`src/rtl/i2s_stereo_rx.sv`:
```
`default_nettype none
// ============================================================================
// Module      : i2s_stereo_rx
// Description : I2S stereo receiver with mid-frame strobe and stall detection.
//               Define I2S_RX_ERRCNT_EN to enable the saturating error counter.
// Revision    : 1.0 - initial release
// ============================================================================
module i2s_stereo_rx #(
    parameter int WIDTH       = 16,
    parameter int SYNC_STAGES = 2
) (
    input  logic                    clk,
    input  logic                    reset,
    input  logic                    enable,
    input  logic                    bclk,
    input  logic                    lrclk,
    input  logic                    sdata,
    output logic signed [WIDTH-1:0] out_l,
    output logic signed [WIDTH-1:0] out_r,
    output logic                    out_valid,
    output logic                    out_valid_180,
    output logic                    frame_err,
    output logic [15:0]             err_count
);

    localparam logic [5:0]  c_width    = 6'(WIDTH);
    localparam logic [5:0]  c_width_m1 = 6'(WIDTH - 1);
    localparam logic [5:0]  c_bits_max = 6'd63;
    localparam logic [15:0] c_cnt_max  = 16'hFFFF;

    typedef enum logic [1:0] {
        S_IDLE  = 2'd0,
        S_LEFT  = 2'd1,
        S_RIGHT = 2'd2
    } state_t;

    // {bclk, lrclk, sdata} per stage; oldest stage in the top three bits
    logic [SYNC_STAGES*3-1:0] r_sync;

    generate
        if (SYNC_STAGES == 1) begin : g_sync_single
            always_ff @(posedge clk) begin
                if (reset) r_sync <= '0;
                else       r_sync <= {bclk, lrclk, sdata};
            end
        end else begin : g_sync_chain
            always_ff @(posedge clk) begin
                if (reset) r_sync <= '0;
                else       r_sync <= {r_sync[SYNC_STAGES*3-4:0], bclk, lrclk, sdata};
            end
        end
    endgenerate

    logic w_bclk_s, w_lrclk_s, w_sdata_s;
    assign {w_bclk_s, w_lrclk_s, w_sdata_s} = r_sync[SYNC_STAGES*3-1 -: 3];

    state_t           r_state;
    logic             r_bclk_prev;
    logic             r_lr_prev;
    logic [WIDTH-1:0] r_shift;
    logic [5:0]       r_bits;
    logic [WIDTH-1:0] r_left;
    logic             r_left_ok;
    logic [15:0]      r_cnt;
    logic [15:0]      r_period;
    logic             r_period_valid;
    logic             r_pair_seen;

    logic             w_rise;
    logic             w_chan_end;
    logic             w_chan_ok;
    logic [WIDTH-1:0] w_word;
    logic             w_stall;
    logic             w_emit;
    logic             w_short;
    logic             w_mid;
    logic [15:0]      w_cnt_inc;
    logic [15:0]      w_half;

    assign w_rise     = w_bclk_s & ~r_bclk_prev;
    assign w_chan_end = w_rise && (((r_state == S_LEFT)  &&  w_lrclk_s) ||
                                   ((r_state == S_RIGHT) && !w_lrclk_s));
    // The bit at an lrclk-change rise is the one-bit-delayed LSB of the word
    // that is ending; it closes that word and never enters the new channel.
    assign w_chan_ok  = (r_bits >= c_width_m1);
    assign w_word     = (r_bits < c_width) ? {r_shift[WIDTH-2:0], w_sdata_s} : r_shift;
    assign w_stall    = enable && (r_state != S_IDLE) && (r_cnt == c_cnt_max);
    assign w_emit     = enable && !w_stall && w_chan_end && (r_state == S_RIGHT) &&
                        w_chan_ok && r_left_ok;
    assign w_short    = enable && !w_stall && w_chan_end && !w_chan_ok;
    assign w_cnt_inc  = r_cnt + 16'd1;
    assign w_half     = r_period >> 1;
    assign w_mid      = enable && r_period_valid && (r_state != S_IDLE) &&
                        (w_half != 16'd0) && (w_cnt_inc == w_half) && !w_emit && !w_stall;

    always_ff @(posedge clk) begin
        if (reset) begin
            r_state        <= S_IDLE;
            r_bclk_prev    <= 1'b0;
            r_lr_prev      <= 1'b0;
            r_shift        <= '0;
            r_bits         <= '0;
            r_left         <= '0;
            r_left_ok      <= 1'b0;
            r_cnt          <= '0;
            r_period       <= '0;
            r_period_valid <= 1'b0;
            r_pair_seen    <= 1'b0;
            out_l          <= '0;
            out_r          <= '0;
            out_valid      <= 1'b0;
            out_valid_180  <= 1'b0;
            frame_err      <= 1'b0;
        end else begin
            r_bclk_prev   <= w_bclk_s;
            out_valid     <= w_emit;
            out_valid_180 <= w_mid;
            frame_err     <= w_short | w_stall;
            if (w_rise) r_lr_prev <= w_lrclk_s;

            if (!enable || w_stall) begin
                r_state        <= S_IDLE;
                r_cnt          <= '0;
                r_period_valid <= 1'b0;
                r_pair_seen    <= 1'b0;
                r_left_ok      <= 1'b0;
            end else begin
                if (r_state != S_IDLE) r_cnt <= w_cnt_inc;

                if (w_emit) begin
                    r_cnt       <= '0;
                    out_l       <= r_left;
                    out_r       <= w_word;
                    r_pair_seen <= 1'b1;
                    if (r_pair_seen) begin
                        r_period       <= w_cnt_inc;
                        r_period_valid <= 1'b1;
                    end
                end

                // A broken frame means the next pair is not a consecutive one
                if (w_short) begin
                    r_pair_seen    <= 1'b0;
                    r_period_valid <= 1'b0;
                end

                if (w_rise) begin
                    case (r_state)
                        S_IDLE: begin
                            if (r_lr_prev && !w_lrclk_s) begin
                                r_state   <= S_LEFT;
                                r_bits    <= '0;
                                r_shift   <= '0;
                                r_left_ok <= 1'b0;
                            end
                        end
                        S_LEFT: begin
                            if (w_lrclk_s) begin
                                r_state   <= S_RIGHT;
                                r_left    <= w_word;
                                r_left_ok <= w_chan_ok;
                                r_bits    <= '0;
                                r_shift   <= '0;
                            end else begin
                                if (r_bits < c_width) r_shift <= {r_shift[WIDTH-2:0], w_sdata_s};
                                if (r_bits != c_bits_max) r_bits <= r_bits + 6'd1;
                            end
                        end
                        S_RIGHT: begin
                            if (!w_lrclk_s) begin
                                r_state   <= S_LEFT;
                                r_left_ok <= 1'b0;
                                r_bits    <= '0;
                                r_shift   <= '0;
                            end else begin
                                if (r_bits < c_width) r_shift <= {r_shift[WIDTH-2:0], w_sdata_s};
                                if (r_bits != c_bits_max) r_bits <= r_bits + 6'd1;
                            end
                        end
                        default: r_state <= S_IDLE;
                    endcase
                end
            end
        end
    end

`ifdef I2S_RX_ERRCNT_EN
    logic [15:0] r_err_count;

    always_ff @(posedge clk) begin
        if (reset) begin
            r_err_count <= '0;
        end else if ((w_short || w_stall) && (r_err_count != 16'hFFFF)) begin
            r_err_count <= r_err_count + 16'd1;
        end
    end

    assign err_count = r_err_count;
`else
    assign err_count = 16'h0000;
`endif

endmodule
`default_nettype wire

```
`config.mk`:
```
export PLATFORM = sky130hd
export DESIGN_NAME = i2s_stereo_rx
export DESIGN_NICKNAME = d
export VERILOG_FILES = /design/src/rtl/i2s_stereo_rx.sv
export SDC_FILE = /design/constraint.sdc
export NUM_CORES = 1
export LEC_CHECK = 0
export CAP_MARGIN = 15
export CORE_ASPECT_RATIO = 1.4
export CORE_MARGIN = 3
export CORE_UTILIZATION = 56
export CTS_CLUSTER_DIAMETER = 120
export DETAILED_ROUTE_END_ITERATION = 7
export PLACE_DENSITY_LB_ADDON = 0.08
export SLEW_MARGIN = 25
export SYNTH_ARGS = -nofsm -noshare
export SYNTH_HDL_FRONTEND = slang
export SYNTH_SLANG_ARGS = --single-unit
export TNS_END_PERCENT = 20
```
`constraint.sdc`:
```
create_clock -name clk -period 3.2 [get_ports clk]
set_clock_uncertainty 0.1 [all_clocks]
set_input_delay 0.8 -clock clk [delete_from_list [all_inputs] [get_ports clk]]
set_output_delay 0.8 -clock clk [all_outputs]
set_load 0.02 [all_outputs]
```
==> summary.md <==
| Metric | Value |
|---|---|
| Crit-path cells | ha_1 > a311oi_1 > or4_4 > a211oi_4 > and2_1 > buf_4 > mux2i_1 > nor2_1 |
| PD cells | about 550 nW/µm² |
| Overall die height | 121 µm |
| Slew @ Worst Pin | 658 ps |
| Ant. Diodes | 0 |
| Largest net degree at the start of global routing | 65 |
| Stages on the worst setup path | 8 |
| Initial antenna violation count | 0 |
| I/O pin count | 57 |
| Critical path data arrival time | approximately 2800 ps |
| DRC violations left | 0 |
| Maximum vdd ir drop | between 400 and 500 µV |
| Synthesized instance count | roughly 600 |
| Layout area overhead | 19.5% |
| Synth warn | 0 |
| Final wirelength | about 12000 µm |
| EDFF count, synth | 0 |
| Post-DP HPWL | 7930 µm |
| CTS tree | built |
| Post_cts resized | 0 |
| Pre-antenna DRT Iters | 6 |
| Port-buffer cells | 40 |
| Number of buffers and inverters on the critical path | 1 |
| Number of clock sinks | 117 |
| Slowest cell on crit path | or4_4 |
| Critical Path Sink Type | flip-flop |
| Setup TNS | 0 ps |
| Worst setup path end | r_period[1]$_SDFFE_PP0P_ |
| Setup violators final | 0 |
| Post-route insts no fill | between 700 and 800 |
| 1st-iter DRT viols | 168 |
| Max clock buf depth | 2 |
| # nets final | between 600 and 700 |
| First-pass GRT wire length | ~19000 µm |
| Final worst setup slack | 553 ps |
| DR vias | between 4000 and 5000 |
| Max Freq | 0.378 GHz |
| GRT Total Usage | a little under a quarter |
| GRT Residual Overflow | 0 |
| Initial Util | 57.8% |
| Minimum clock period | 2650 ps |
| Die width | roughly 88 µm |
| WHS | between 300 and 400 ps |
| Final hold violation count | 0 |
| Syn Area/Cell | approximately 9 µm² |
| Required time of the critical path | about 3400 ps |
| Root buf cell | clkbuf_16 |
| Dominant cell type by area after synthesis | dfxtp_1 |
| Setup bufs post-CTS | 0 |
| CTS buffer count | 17 |
| Crit Path Max Fanout | 28 |
| Wire per inst | ~15 µm |
| Layout cells sized above 1 | under 10% |
| GP Congestion | about 0.87 |
| Worst r2r dst | r_period[1]$_SDFFE_PP0P_ |
| Distinct cells, synth | 51 |
| Ys flop type | dfxtp_1 |
| CP delay by family, top | simple AND/OR/NAND/NOR gates |
| Register area share after synthesis | 44.6% |
| Antenna Violating Nets Remaining | 0 |
| Unrepaired setup endpoints after global routing | no |
| LEAKAGE | about 0.0022 µW |
| Post-synth top area share | between 40 and 50% |
| Register bit total from synthesis | between 100 and 150 |
| H-tree depth | 4 |
| Status | finished clean |
| Tcrit/Tclk final | between 80% and 90% |
| Number of global-route vias before repair | around 3900 |
| Pre-CTS WS | around 220 ps |
| Worst r2r path cells | 8 |
| Core Box Area | approximately 9000 µm² |
| CP max stage delay | roughly 600 ps |
| Hold-fix buffers, CTS | 0 |
| Tightest Hold Check Type | flip-flop to flip-flop |
| CP Launch Point | r_bits[0]$_SDFFE_PP0P_ |
| Ys async rst share | 0% |
| Fin util | ~69% |
| WS Path Type | flip-flop to flip-flop |
| Clk_lat worst skew | about 400 ps |
| Synth area leaders | dfxtp_1 (45%), mux2i_1 (7.4%), nor2_1 (6.9%) |
| Placed Cells | between 700 and 800 |
| RR Startpoint | r_bits[0]$_SDFFE_PP0P_ |
| Vias per inst | about 5.6 |
| Pins over their slew limit | 0 |
| Flop-to-flop setup slack | ~550 ps |
| Commonest cells after routing, fill and taps aside | dfxtp_1 (117), nor2_1 (95), nand2_1 (56) |
| Std-Cell Rows | between 40 and 50 |
| DIE AREA | between 10000 and 15000 µm² |
| Mapped cell area | 5250 µm² |
| Slew margin rel. | about 56% |
| Commonest non-fill, non-tap cell in the layout | dfxtp_1 |
| Max cap viols | 0 |
| Clock-pin slew on the worst setup and hold paths | 60 ps |
| Critical Path Start Type | flip-flop |
## metal layers
layer / track usage [%] / part of all wire, %
met5: 0 / 0
met3: 8.18 / 4.8
met1: 27.1 / 41
met2: 38.3 / 51
met4: 9.69 / 2.6
## cells by family (layout without fill, tap and decap cells)
family	Yosys count	count (layout)	share of synthesized area [%]
compound gates	107	107	14.1
xor+xnor	38	38	6.60
fa+ha+maj	7	7	1.67
buf+inv	66	96	6.34
flops	117	117	44.6
mux	39	39	7.44
other cells	1	16	0.0714
simple gates	220	220	19.2
## area by class of cell
class / count / area, µm²
Fill cell: 731 / 2810
Tap cell: 107 / 134
Clock inverter: 15 / 181
Inverter: 12 / 45.0
Timing Repair Buffer: 52 / 498
Clock buffer: 17 / 425
Sequential cell: 117 / 2340
Multi-Input combinational cell: 427 / 2650
## synth_stat cells, types with 7 or more instances
master	count
dfxtp_1	117
nor2_1	96
nand2_1	56
a211oi_1	45
mux2i_1	39
a21oi_1	28
clkbuf_1	22
xnor2_1	22
buf_4	17
xor2_1	15
inv_1	12
buf_2	11
nand3_1	10
nor2b_1	10
nor3_1	10
o21ai_0	10
ha_1	7
nand4_1	7
## sequential cells by signal (all words and copies together), names as in the netlist, 2 cells and up
register and count:
r_shift 16, r_period 15, out_r 16, r_bits 6
r_cnt 16, r_left 16, r_state 2, out_l 16
r_sync 6
## worst min-delay path by stage
stage / from / end / slack, ps / cells after the start
after floorplan: r_sync[0]$_SDFF_PP0_ / r_sync[3]$_SDFF_PP0_ / 310 / 1
after global placement: r_sync[1]$_SDFF_PP0_ / r_sync[4]$_SDFF_PP0_ / 320 / 1
after detailed placement: r_sync[2]$_SDFF_PP0_ / r_sync[5]$_SDFF_PP0_ / 320 / 1
after CTS: r_sync[1]$_SDFF_PP0_ / r_sync[4]$_SDFF_PP0_ / 330 / 1
after global routing: r_sync[2]$_SDFF_PP0_ / r_sync[5]$_SDFF_PP0_ / 350 / 1
final: r_sync[1]$_SDFF_PP0_ / r_sync[4]$_SDFF_PP0_ / 330 / 1
## stage by stage
step           power (µW)  instance area (µm²)
4_1_cts              3470                 6270
6_report             3450                 6270
3_3_place_gp         1550                 5670
5_1_grt              3550                 6270
3_5_place_dp         1560                 5670
2_1_floorplan        1550                 5310
## report_power, final
part	internal, µW	total [µW]	switching (µW)
combinational	13.7	61.9	48.2
clock	1230	1920	693
sequential	1460	1460	1.88
total	2700	3450	743
(Power assumes the default switching activity.)
